`config.mk`:
```
export PLATFORM = sky130hd
export DESIGN_NAME = sine_addr_gen
export DESIGN_NICKNAME = d
export VERILOG_FILES = /design/src/rtl/sine_addr_gen.sv
export SDC_FILE = /design/constraint.sdc
export NUM_CORES = 1
export LEC_CHECK = 0
export CORE_MARGIN = 8
export CORE_UTILIZATION = 57
export CTS_CLUSTER_SIZE = 8
export DETAILED_ROUTE_END_ITERATION = 8
export DONT_BUFFER_PORTS = 1
export PLACE_DENSITY = 0.75
export SLEW_MARGIN = 20
export SYNTH_ARGS = -nofsm -noshare
export SYNTH_HDL_FRONTEND = slang
export SYNTH_SLANG_ARGS = --single-unit
```
`constraint.sdc`:
```
create_clock -name clk -period 2.8 [get_ports clk]
set_clock_uncertainty 0.2 [all_clocks]
set_input_delay 0.28 -clock clk [delete_from_list [all_inputs] [get_ports clk]]
set_output_delay 0.28 -clock clk [all_outputs]
set_load 0.1 [all_outputs]
```
`src/rtl/sine_addr_gen.sv`:
```
// Phase-accumulator address generator for a sine sample ROM.
// Issues ROM addresses, counts wraps, and flags samples one cycle later.
module sine_addr_gen #(
  parameter int ADDRESS_WIDTH = 8,
  parameter int INCR_WIDTH    = 8,
  parameter int WRAP_WIDTH    = 8
) (
  input  logic                     clk,
  input  logic                     reset,
  input  logic                     start,
  input  logic                     stop,
  input  logic                     en,
  input  logic                     continuous,
  input  logic [ADDRESS_WIDTH-1:0] start_addr,
  input  logic [INCR_WIDTH-1:0]    incr,
  input  logic [WRAP_WIDTH-1:0]    num_wraps,
  output logic [ADDRESS_WIDTH-1:0] addr,
  output logic                     addr_vld,
  output logic                     sample_valid,
  output logic                     wrap,
  output logic                     done,
  output logic                     busy
);

  localparam int SW = ADDRESS_WIDTH + 1;
  localparam int CW = WRAP_WIDTH + 1;

  typedef enum logic {IDLE, RUN} state_t;

  state_t                  state_q, state_d;
  logic [ADDRESS_WIDTH-1:0] addr_q, addr_d;
  logic [INCR_WIDTH-1:0]   incr_q, incr_d;
  logic [WRAP_WIDTH-1:0]   wcnt_q, wcnt_d;
  logic [WRAP_WIDTH-1:0]   nw_q, nw_d;
  logic                    vld_q, vld_d;
  logic                    sv_q, sv_d;
  logic                    wrap_q, wrap_d;
  logic                    done_q, done_d;

  logic [SW-1:0] sum;
  logic [CW-1:0] cnt_nxt;
  logic [CW-1:0] tgt;
  logic          carry;

  always_comb begin
    sum     = {1'b0, addr_q} + SW'(incr_q);
    carry   = sum[SW-1];
    cnt_nxt = {1'b0, wcnt_q} + CW'(1);
    // zero wraps requested behaves like one
    tgt     = (nw_q == '0) ? CW'(1) : {1'b0, nw_q};

    state_d = state_q;
    addr_d  = addr_q;
    incr_d  = incr_q;
    wcnt_d  = wcnt_q;
    nw_d    = nw_q;
    vld_d   = 1'b0;
    sv_d    = vld_q;
    wrap_d  = 1'b0;
    done_d  = 1'b0;

    unique case (state_q)
      IDLE: begin
        if (start && !stop && incr != '0) begin
          state_d = RUN;
          addr_d  = start_addr;
          incr_d  = incr;
          nw_d    = num_wraps;
          wcnt_d  = '0;
          vld_d   = 1'b1;
        end
      end
      RUN: begin
        if (stop) begin
          state_d = IDLE;
        end else if (en) begin
          if (carry) begin
            wrap_d = 1'b1;
            if (wcnt_q != '1) wcnt_d = cnt_nxt[WRAP_WIDTH-1:0];
            if (!continuous && cnt_nxt >= tgt) begin
              state_d = IDLE;
              done_d  = 1'b1;
            end else begin
              addr_d = sum[ADDRESS_WIDTH-1:0];
              vld_d  = 1'b1;
            end
          end else begin
            addr_d = sum[ADDRESS_WIDTH-1:0];
            vld_d  = 1'b1;
          end
        end
      end
      default: state_d = IDLE;
    endcase
  end

  always_ff @(posedge clk or negedge reset) begin
    if (!reset) begin
      state_q <= IDLE;
      addr_q  <= '0;
      incr_q  <= '0;
      wcnt_q  <= '0;
      nw_q    <= '0;
      vld_q   <= 1'b0;
      sv_q    <= 1'b0;
      wrap_q  <= 1'b0;
      done_q  <= 1'b0;
    end else begin
      state_q <= state_d;
      addr_q  <= addr_d;
      incr_q  <= incr_d;
      wcnt_q  <= wcnt_d;
      nw_q    <= nw_d;
      vld_q   <= vld_d;
      sv_q    <= sv_d;
      wrap_q  <= wrap_d;
      done_q  <= done_d;
    end
  end

  assign addr         = addr_q;
  assign addr_vld     = vld_q;
  assign sample_valid = sv_q;
  assign wrap         = wrap_q;
  assign done         = done_q;
  assign busy         = (state_q == RUN);

endmodule

```
== Word-level counts from Yosys, hierarchy flattened ==
Index checks and enable logic that the tools add are counted.

* Reduce and logical (&&, ||, !) cells: 10
* Div/mod/pow operators: 0
* $mul: 0
* Equality and inequality tests: 7
* Multiplexer cells: 31
* Add/sub/neg operators: 2
* Shift-type cells: 0
* Bitwise logic cells: 1
* Magnitude comparators: 1

{| class="wikitable"
|+ Operators with widths
! cell !! number
|-
| 8-bit 2-to-1 mux || 11
|-
| 8-bit one-hot mux with 2 select lines || 2
|-
| 1-bit 2-to-1 mux || 16
|-
| 8-bit by 1-bit adder with 9-bit output (second input constant) || 1
|-
| 8-bit by 8-bit adder with 9-bit output || 1
|-
| 9-bit by 8-bit >= comparator with 1-bit output || 1
|-
| 8-bit logical NOT || 1
|-
| 8-bit inequality test (second input constant) || 1
|-
| 8-bit nonzero test || 1
|-
| 2-bit inequality test (second input constant) || 3
|-
| 5-bit AND reduction || 1
|-
| 2-bit by 1-bit inequality test with 1-bit output (second input constant) || 2
|-
| 1-bit one-hot mux with 2 select lines || 2
|-
| 4-bit AND reduction || 1
|-
| 1-bit logical AND || 3
|-
| 3-bit inequality test (second input constant) || 1
|-
| 1-bit logical NOT || 2
|-
| 2-bit AND reduction || 1
|-
| 1-bit NOT || 1
|}

* Word-level logic and storage cells: 61
* Bits in writable memories: 0
* Memories: 0
* Flip-flop bits (word level): 37
* Latch bits: 0
* Memory bits (read-only): 0

== Depth between registers and ports, before layout ==
Gate-level depths: netlist of run 1.

* Word-level depth: 9
* Depth in mapped cells: 12

== Worst setup path after synthesis of run 1 ==
Ideal clock, no wire load.

* Kind: register to register
* From: register addr_q[0], in the netlist addr[0]
* To: register wcnt_q[5]
* Data arrival time: 2.909 ns
* Path slack: -0.435 ns
* Period minus slack after synthesis: 3.235 ns
* Stages on the path, launching flop included: 10
* Library setup time: 0.126 ns
* Cell sequence: dfrtp_1 -> ha_1 -> inv_1 -> fa_1 -> nand2b_1 -> a21o_1 -> a21oi_2 -> nand2_1 -> a21o_2 -> a221o_1

* Longest elaborated chain between the ends: 3

{| class="wikitable"
|+ Ends and longest elaborated chain
! element !! RTL line !! text
|-
| from (decl) || 31 || <nowiki>logic [ADDRESS_WIDTH-1:0] addr_q, addr_d;</nowiki>
|-
| from (signal assigned) || 110 || <nowiki>addr_q <= addr_d;</nowiki>
|-
| 8-bit by 8-bit adder with 9-bit output || 46 || <nowiki>sum = {1'b0, addr_q} + SW'(incr_q);</nowiki>
|-
| 2-bit by 1-bit inequality test with 1-bit output (no source line) || n/a ||
|-
| 5-bit AND reduction (no source line) || n/a ||
|-
| to (signal assigned) || 112 || <nowiki>wcnt_q <= wcnt_d;</nowiki>
|-
| to (decl) || 33 || <nowiki>logic [WRAP_WIDTH-1:0] wcnt_q, wcnt_d;</nowiki>
|}

Every way passes these cells.
A chain may end at the register's enable or synchronous reset.

== Worst setup path after layout of run 1 ==
* From: register wcnt_q[0]
* To: register addr_q[5], in the netlist addr[5]

* Longest elaborated chain between the ends: 5

{| class="wikitable"
|+ Ends and longest elaborated chain
! element !! RTL line !! text
|-
| 8-bit by 1-bit adder with 9-bit output || 48 || <nowiki>cnt_nxt = {1'b0, wcnt_q} + CW'(1);</nowiki>
|-
| 9-bit by 8-bit >= comparator with 1-bit output || 80 || <nowiki>if (!continuous && cnt_nxt >= tgt) begin</nowiki>
|-
| 1-bit logical AND || 80 ||
|-
| 3-bit inequality test (no source line) || n/a ||
|-
| 4-bit AND reduction (no source line) || n/a ||
|}

Every way passes these cells.

==> results of run 1 <==
==> cells by family (layout without fill, tap and decap cells) <==
family | count (synthesis) | in the layout | synth area share
xor gates and xnor gates | 9 | 9 | 0.0354
muxes | 17 | 17 | 0.0847
AOI/OAI and AO/OA | 51 | 51 | 0.176
DFF | 37 | 37 | 0.415
buffers and inverters | 18 | 63 | 0.0314
and+or+nand+nor | 67 | 67 | 0.153
adders and majority gates | 18 | 18 | 0.104
==> power by group <==
group | internal [mW] | leakage, nW | switching [mW] | total, mW
combinational | 0.556 | 0.825 | 0.979 | 1.53
sequential | 0.661 | 0.464 | 0.106 | 0.767
clock | 0.201 | 0.0455 | 0.182 | 0.383
==> state kept, by name, summed over array words and instances, names as in the netlist <==
signal,flops
incr_q,8
sample_valid,1
busy,1
wcnt_q,8
addr_vld,1
nw_q,8
done,1
wrap,1
addr,8
==> layout by cell type (no fill, tap or decap), drive strengths merged, types with 3 or more instances in the layout <==
cell and n:
dfrtp 37, nand2 30, buf 23, dlygate4sd3 18, o21ai 17, ha 17
mux2 15, inv 14, nor2 9, clkbuf 8, a22o 7, xnor2 6
a21oi 6, nor2b 5, a21o 5, nand3 4, nand2b 3, nor3 3
xor2 3
==> per-layer routing <==
metal	routed length (µm)	vias up	global-route usage
li1	-	856	-
met3	327	9	0.0501
met2	3280	60	0.353
met4	82	0	0.0778
met5	0	-	0
met1	2160	900	0.202
==> what timing repair did <==
item,CTS,global route
resized for setup,6,15
setup buffers,1,1
endpoints found under the setup margin,7,9
hold endpoints to repair,53,1
pin swaps,8,6
hold buffers,18,1
==> worst max path at each step <==
stage                          startpoint             endpoint
floorplan           wcnt_q[0]$_DFFE_PN0P_  addr[2]$_DFFE_PN0P_
detailed placement  wcnt_q[1]$_DFFE_PN0P_  addr[5]$_DFFE_PN0P_
global placement    wcnt_q[1]$_DFFE_PN0P_  addr[5]$_DFFE_PN0P_
CTS                 wcnt_q[1]$_DFFE_PN0P_  addr[5]$_DFFE_PN0P_
global route        wcnt_q[0]$_DFFE_PN0P_  addr[5]$_DFFE_PN0P_
finish              wcnt_q[0]$_DFFE_PN0P_  addr[5]$_DFFE_PN0P_
==> critical path: cells and delay by family, from the launching register on <==
family	cells	cell delay [ps]
multiplexers	1	300
AO/OA/AOI/OAI	3	560
adder cells (fa/ha/maj)	2	400
buffers and inverters	1	160
AND/OR/NAND/NOR	5	730
flip-flops	1	380
==> through the flow <==
step	worst slack, ps	utilization	instances
finish	-47.7	0.789	310
global route	-139	0.789	310
CTS	-76.3	0.764	308
detailed placement	-106	0.677	281
global placement	-8.08	0.677	281
floorplan	-31.1	-	217
==> layout make-up <==
class	instances	share of cell area
Clock buffer	8	0.0307
Sequential cell	37	0.319
Timing Repair Buffer	41	0.130
Inverter	14	0.0179
Tap cell	48	0.0205
Multi-Input combinational cell	162	0.481
==> impl_metrics.py, run 1 <==
metrics = {
    "worst_setup_path": {
        "rr_startpoint": "wcnt_q[0]$_DFFE_PN0P_",
        "path_max_fanout": 7,
        "worstRegToRegCells": 12,
        "crit_type": "flop to flop",
        "r2r-end": "addr[5]$_DFFE_PN0P_",
        "r2r_slack_ps": -50,
        "crit_path_max_incr_delay_ps": 380,
        "endpoint_kind": "flop",
        "critPathArrivalTime_ps": 2820,
        "worst_path_max_delay_cell": "dfrtp_1",
        "crit_path_start_kind": "flop",
        "path_cells": "ha_2, and3_4, nand3_2, or2_4, nand2_4, ha_4, nor2b_1, o21ai_1, a41oi_2, a31oi_4, buf_12, mux2_4",
        "required_ps": 2770,
    },
    "die": {
        "io_pins": 43,
        "die_h_um": 78.5,
        "dieArea_um2": 6170,
        "core_area_um2": 3720,
        "die_w_um": 78.5,
        "rows": 22,
        "initial_core_util": 0.600,
    },
    "layout": {
        "num-fill-cells": 220,
        "drive_gt1_frac": 0.309,
        "multi_input_area_um2": 1410,
        "stdcell_area_um2": 2930,
        "fin_nets": 309,
        "area_growth_pct": 31.4,
        "antenna_cells": 0,
        "register_area_um2": 936,
    },
    "global_route": {
        "grt_pass1_vias": 1964,
        "grt_overflow": 0,
        "antenna_found_initial": 0,
        "grt_usage": 0.192,
        "grt_max_degree": 38,
        "grt_pass1_wl_mm": 9.41,
    },
    "clocking": {
        "cts-buffers-inserted": 5,
        "clock-sinks": 37,
        "htree_levels": 2,
        "root_buffer": "clkbuf_8",
        "cts_tree": "yes",
        "clkTransAtPathRegs_ps": 70,
        "clockBufferDepth": 2,
        "clkLatencyLatePin_ps": 290,
    },
    "detailed_routing": {
        "drt_wl_total_mm": 5.85,
        "drtIter0Drc": 75,
        "avgRoutedWirePerCell_um": 18.9,
        "remaining_drc_errors": 0,
        "ant_nets": 0,
        "routed-via-count": 1825,
        "vias_per_cell": 5.89,
        "firstDrtPassIters": 5,
    },
    "run_status": {
        "status": "finished with violations",
        "violations": "setup timing",
    },
    "power": {
        "p_leak_nw": 1.33,
        "ir_drop_mv": 0.529,
        "power.total_mw": 2.68,
        "power_density_nw_per_um2": 916,
    },
    "yosys": {
        "ys_seq_elements": 37,
        "synth_nets": 265,
        "yosysWarningCount": 0,
        "synth_cell_types": 48,
        "synth_area_per_cell_um2": 10.3,
        "seq_area_frac_synth": 0.415,
        "netlist.area_leader.share": 0.415,
        "synthCells": 217,
        "syn_area_um2": 2230,
        "synth_ff_type": "dfrtp_1",
        "synth_edf_count": 0,
        "synth_largest_area_cell": "dfrtp_1",
        "synthTopCellsByCount": "dfrtp_1, nand2_1, ha_1",
        "async_flop_share": 1.00,
        "synth_area_leaders": "dfrtp_1, ha_1, mux2_2",
        "yosysMostFrequentCell": "dfrtp_1",
    },
    "place": {
        "place_congestion": 0.866,
        "hpwl_mm": 4.14,
        "place_area_um2": 2520,
        "port_buffers": 0,
    },
    "timing": {
        "hold_violations": 0,
        "relSlewSlack": 0.384,
        "period_needed_ps": 2850,
        "fin_setup_tns_ps": -271,
        "finalCritPeriodShare": 1.02,
        "fmax_mhz": 351,
        "timing.hold.ws_ps": 13.9,
        "rsz0062_at_grt": "true",
        "max_slew.worst_pin.slew_ps": 925,
        "setup_slack_ps": -47.7,
        "slew_violations": 0,
        "setup-violations-final": 7,
    },
    "hold_path": {
        "worst_hold_startpoint": "en",
        "worstHoldPathType": "input pin to flop",
        "hold_path_depth": 2,
        "min_to": "busy$_DFF_PN0_",
    },
    "flow_run": {
        "max_cap_viol_count": 0,
    },
}
(Power assumes the default switching activity.)
==> run 2: changes to the inputs <==
--- a/config.mk
+++ b/config.mk
@@ -11,6 +11,7 @@
 export DETAILED_ROUTE_END_ITERATION = 8
 export DONT_BUFFER_PORTS = 1
 export PLACE_DENSITY = 0.75
+export SETUP_SLACK_MARGIN = 0.3
 export SLEW_MARGIN = 20
 export SYNTH_ARGS = -nofsm -noshare
 export SYNTH_HDL_FRONTEND = slang
==> run 2 against run 1 <==
  * The flow still finishes with violations (setup timing)
  * Sequential share of layout area fell by 1.3 points
  * Sequential power is 2.6% higher
  * Worst setup slack got worse by 63 ps
  * Clock power is 2% lower
  * Combinational power increased by 5%
  * Maximum frequency down 2.2%
  * Power increased by 3.2%
  * Flip-flop and latch count unchanged
  * Non-clock buffer count up 11
  * Critical path depth unchanged
  * Utilization is 4.0 points higher
  * Routed wire length grew 7.5%
  * Critical path type unchanged
  * Highest routed layer unchanged
==> impl_metrics.py, run 2 (synthesis results as in run 1) <==
metrics = {
    "run_status": {
        "status": "finished with violations",
        "violations": "setup timing",
    },
    "worst_setup_path": {
        "required_ps": 2790,
        "worst_path_max_delay_cell": "dfrtp_2",
        "crit_path_max_incr_delay_ps": 440,
        "endpoint_kind": "flop",
        "path_buf_inv": 2,
        "crit_type": "flop to flop",
        "critPathArrivalTime_ps": 2900,
        "path_cells": "nand3_2, nor2_4, buf_6, xor2_2, ha_1, a21oi_2, nor2b_4, o21ai_2, a41oi_2, a31oi_4, buf_12, mux2_4",
        "path_max_fanout": 6,
        "crit_path_start_kind": "flop",
        "cp_top_family": "compound AO/OA/AOI/OAI gates",
    },
    "clocking": {
        "clkLatencyLatePin_ps": 300,
        "clkTransAtPathRegs_ps": 80,
        "clockBufferDepth": 2,
        "cts-buffers-inserted": 5,
        "htree_levels": 2,
        "root_buffer": "clkbuf_8",
        "clock-sinks": 37,
        "cts_tree": "yes",
    },
    "die": {
        "dieArea_um2": 6170,
        "die_h_um": 78.5,
        "die_w_um": 78.5,
        "initial_core_util": 0.600,
        "io_pins": 43,
        "rows": 22,
        "core_area_um2": 3720,
    },
    "place": {
        "dpl.cell_count": 280,
        "hpwl_mm": 4.08,
        "place_congestion": 0.822,
        "port_buffers": 0,
    },
    "detailed_routing": {
        "avgRoutedWirePerCell_um": 19.6,
        "remaining_drc_errors": 0,
        "firstDrtPassIters": 4,
        "drtIter0Drc": 103,
        "routed-via-count": 1882,
        "vias_per_cell": 5.86,
        "ant_nets": 0,
        "drt_wl_total_mm": 6.29,
    },
    "layout": {
        "antenna_cells": 0,
        "final_cell_mix": "dfrtp_1, nand2_1, buf_4, dlygate4sd3_1, inv_1",
        "stdcell_count": 321,
        "fin_nets": 320,
        "area_growth_pct": 38.0,
        "final_common_cell": "dfrtp_1",
        "drive_gt1_frac": 0.388,
    },
    "power": {
        "power.clock.fraction": 0.136,
        "ir_drop_mv": 0.442,
        "pwr-share-comb": 0.580,
        "internal_power_mw": 1.45,
        "power.total_mw": 2.77,
        "seq_power_share": 0.284,
        "p_sw_frac": 0.475,
        "power_density_nw_per_um2": 900,
        "p_leak_nw": 1.42,
        "p_sw_mw": 1.32,
    },
    "global_route": {
        "grt_pass1_vias": 1989,
        "antenna_found_initial": 0,
        "grt_pass1_wl_mm": 9.65,
        "grt_usage": 0.198,
        "grt_overflow": 0,
        "grt_max_degree": 38,
    },
    "timing": {
        "setup_slack_ps": -111,
        "max_slew.worst_pin.slew_ps": 950,
        "period_needed_ps": 2910,
        "slew_violations": 0,
        "relSlewSlack": 0.367,
        "finalCritPeriodShare": 1.04,
        "fmax_mhz": 344,
        "fin_setup_tns_ps": -750,
        "rsz0062_at_grt": "true",
        "setup-violations-final": 8,
        "hold_violations": 0,
    },
    "hold_path": {
        "worstHoldPathType": "input pin to flop",
    },
    "flow_run": {
        "max_cap_viol_count": 0,
    },
}
==> run 2: cell count changes in the layout (fill, tap and decap cells not counted), moves of 4 or more <==
cell,previous run,this run
dfrtp_2,2,7
buf_4,20,26
buf_6,1,5
dfrtp_1,33,28
==> run 2: metrics by stage <==
stage / hold slack (ps) / util / cell area [µm²] / setup WS (ps)
floorplan: -216 / - / 2330 / -31.0
global placement: -215 / 0.680 / 2530 / 12.3
detailed placement: -214 / 0.680 / 2530 / -91.1
CTS: 50.4 / 0.788 / 2930 / -55.7
global route: 57.2 / 0.828 / 3080 / -184
finish: 52.8 / 0.828 / 3080 / -111
==> run 2: worst register-to-register path: cells and delay by family, from the launching register on <==
kind	cells	cell delay, ps
XOR/XNOR	1	170
adder cells (fa/ha/maj)	1	290
AO/OA/AOI/OAI	4	790
buffers and inverters	2	280
multiplexers	1	300
flip-flops	1	440
AND/OR/NAND/NOR	3	340
==> run 2: final timing paths <==
check                      cells after the start               endpoint  slack [ps]             startpoint
setup / recovery                              12    addr[4]$_DFFE_PN0P_        -110  wcnt_q[2]$_DFFE_PN0P_
hold / removal                                 2         busy$_DFF_PN0_          50                   stop
setup reg to reg                              12    addr[4]$_DFFE_PN0P_        -110  wcnt_q[2]$_DFFE_PN0P_
hold reg to reg                                2  incr_q[6]$_DFFE_PN0P_         310  incr_q[6]$_DFFE_PN0P_
max in group asynchronous                      2    addr[7]$_DFFE_PN0P_        1960                  reset
min in group asynchronous                      2  incr_q[6]$_DFFE_PN0P_         230                  reset
==> run 2: power by group through the flow <==
stage / Combinational (mW) / Clock [mW] / Sequential (mW)
after global routing: 1.72 / 0.399 / 0.798
final: 1.61 / 0.376 / 0.787
after floorplan: 0.715 / 0 / 1.22
after CTS: 1.53 / 0.380 / 0.781
after global placement: 1.42 / 0 / 0.778
after detailed placement: 1.45 / 0 / 0.790
==> run 2: cell type report <==
type                       count  area (µm²)
multi-input combinational    162        1460
sequential                    37         942
clock inverter                 3        17.5
timing repair buffer          52         482
clock buffer                   5        68.8
fill                         197         638
tap                           48        60.1
inverter                      14        52.6
==> run 2: routing by layer <==
| metal | track usage | part of all wire | up-vias |
|---|---|---|---|
| li1 | - | - | 878 |
| met1 | 0.202 | 0.38 | 945 |
| met2 | 0.370 | 0.55 | 47 |
| met3 | 0.0558 | 0.046 | 12 |
| met4 | 0.0796 | 0.023 | 0 |
| met5 | 0 | 0 | - |
==> run 2: timing repair <==
action / in CTS / in global routing
buffers inserted: 6 / 7
hold buffers: 20 / 0
cloned: 0 / 0
pin swaps: 12 / 22
endpoints found under the hold margin: 55 / 0
endpoints found under the setup margin: 17 / 15
resized for setup: 14 / 23
==> run 3: changes to the inputs <==
--- a/config.mk
+++ b/config.mk
@@ -5,12 +5,11 @@
 export SDC_FILE = /design/constraint.sdc
 export NUM_CORES = 1
 export LEC_CHECK = 0
-export CORE_MARGIN = 8
-export CORE_UTILIZATION = 57
+export CAP_MARGIN = 0
+export CORE_UTILIZATION = 40
 export CTS_CLUSTER_SIZE = 8
 export DETAILED_ROUTE_END_ITERATION = 8
 export DONT_BUFFER_PORTS = 1
-export PLACE_DENSITY = 0.75
 export SETUP_SLACK_MARGIN = 0.3
 export SLEW_MARGIN = 20
 export SYNTH_ARGS = -nofsm -noshare
==> run 3 against run 2 <==
  * The run now ends clean
  * Clock power grew 47%
  * Non-clock buffer count down 6
  * Worst setup slack improved by 140 ps
  * Largest cell class unchanged
  * Largest power group unchanged
  * Highest routed layer unchanged
==> impl_metrics.py, run 3 (synthesis results as in run 1) <==
metrics = {
    "clocking": {
        "htree_levels": 2,
        "clockBufferDepth": 2,
        "clkTransAtPathRegs_ps": 80,
        "cts-buffers-inserted": 5,
        "root_buffer": "clkbuf_8",
        "clkLatencyLatePin_ps": 290,
        "clock-sinks": 37,
        "cts_tree": "yes",
    },
    "worst_setup_path": {
        "path_buf_inv": 2,
        "worst_path_max_delay_cell": "dfrtp_1",
        "cp_top_family": "adder cells",
        "path_cells": "ha_2, and3_4, buf_4, xor2_1, ha_1, nand4_1, nor2_1, o31ai_1, a41oi_2, a31oi_4, buf_12, mux2_4",
        "path_max_fanout": 9,
        "crit_type": "flop to flop",
        "endpoint_kind": "flop",
        "crit_path_max_incr_delay_ps": 390,
        "crit_path_start_kind": "flop",
        "required_ps": 2780,
        "critPathArrivalTime_ps": 2750,
    },
    "hold_path": {
        "worstHoldPathType": "input pin to flop",
    },
    "timing": {
        "max_slew.worst_pin.slew_ps": 896,
        "rsz0062_at_grt": "true",
        "fmax_mhz": 361,
        "finalCritPeriodShare": 0.989,
        "relSlewSlack": 0.402,
        "period_needed_ps": 2770,
        "slew_violations": 0,
        "hold_violations": 0,
        "setup-violations-final": 0,
        "timing.hold.ws_ps": 57.6,
    },
    "global_route": {
        "grt_usage": 0.193,
        "grt_max_degree": 38,
        "grt_overflow": 0,
        "antenna_found_initial": 0,
        "grtUsageMet3": 0.0571,
        "grt-busiest-layer": "met2",
        "grt_pass1_vias": 1763,
        "use_met2": 0.280,
        "grt_pass1_wl_mm": 8.73,
        "grt_use_met1": 0.271,
    },
    "run_status": {
        "status": "completed",
    },
    "detailed_routing": {
        "avgRoutedWirePerCell_um": 15.0,
        "ant_nets": 0,
        "drt_wl_total_mm": 5.06,
        "firstDrtPassIters": 4,
        "vias_per_cell": 5.12,
        "routed-via-count": 1724,
        "drtIter0Drc": 63,
        "remaining_drc_errors": 0,
    },
    "place": {
        "place_area_um2": 2570,
        "place_congestion": 0.729,
        "hpwl_mm": 3.70,
        "port_buffers": 0,
    },
    "die": {
        "rows": 26,
        "initial_core_util": 0.426,
        "core_area_um2": 5240,
        "dieArea_um2": 5880,
        "die_h_um": 76.7,
        "die_w_um": 76.7,
        "io_pins": 43,
    },
    "power": {
        "power_density_nw_per_um2": 951,
        "ir_drop_mv": 0.630,
        "p_leak_nw": 1.38,
        "power.total_mw": 2.87,
    },
    "layout": {
        "final_core_util": 0.576,
        "final_cell_mix": "dfrtp_1, nand2_1, buf_4, dlygate4sd3_1",
        "num-fill-cells": 459,
        "antenna_cells": 0,
        "stdcell_area_um2": 3020,
        "area_growth_pct": 35.3,
        "drive_gt1_frac": 0.330,
        "final_common_cell": "dfrtp_1",
        "fin_nets": 314,
    },
    "flow_run": {
        "max_cap_viol_count": 0,
    },
}
-- run 3: path summary, 6_finish.rpt --
kind                       cells past startpoint                     to                   from  slack (ps)
max                                           12    addr[6]$_DFFE_PN0P_  wcnt_q[1]$_DFFE_PN0P_          30
min                                            3  incr_q[7]$_DFFE_PN0P_                   stop          60
max reg2reg                                   12    addr[6]$_DFFE_PN0P_  wcnt_q[1]$_DFFE_PN0P_          30
min reg2reg                                    2  incr_q[7]$_DFFE_PN0P_  incr_q[7]$_DFFE_PN0P_         290
max in group asynchronous                      2    addr[1]$_DFFE_PN0P_                  reset        1950
min in group asynchronous                      2  wcnt_q[0]$_DFFE_PN0P_                  reset         240
-- run 3: power breakdown --
group          switching [mW]  internal (mW)
clock                   0.199          0.354
sequential              0.107          0.667
combinational           0.964          0.577
-- run 3: final cells by class --
class,instances,area [µm²],share of cell area
Multi-Input combinational cell,162,1380,0.457
Sequential cell,37,941,0.312
Clock inverter,3,65.1,0.0216
Timing Repair Buffer,46,422,0.140
Clock buffer,5,68.8,0.0228
Tap cell,70,87.6,0.0290
Inverter,14,52.6,0.0174
-- run 3: worst reg2reg max path, cell delays in order, from the launching register on --
cell	delay [ps]
dfrtp_1	390
ha_2	190
and3_4	180
buf_4	130
xor2_1	150
ha_1	280
nand4_1	70
nor2_1	120
o31ai_1	100
a41oi_2	240
a31oi_4	130
buf_12	170
mux2_4	300
-- run 3: through the flow --
stage | instances | setup slack [ps] | setup TNS, ps
finish | 337 | 31.9 | 0
global placement | 304 | -17.1 | -115
detailed placement | 304 | -55.3 | -282
global route | 337 | -110 | -710
CTS | 336 | 16.7 | 0
floorplan | 217 | -31.0 | -216
-- run 3: per-layer routing --
metal | share of wire | up-vias
li1 | - | 870
met1 | 0.51 | 815
met2 | 0.44 | 33
met3 | 0.043 | 6
met4 | 0.014 | 0
met5 | 0 | -
-- run 3: timing repair --
action | in CTS | in global routing
gates resized for setup | 9 | 7
hold endpoints to repair | 55 | 0
pin swaps | 4 | 2
setup endpoints to repair | 17 | 19
buffers inserted | 4 | 1
gates cloned | 0 | 0
hold buffers | 20 | 0
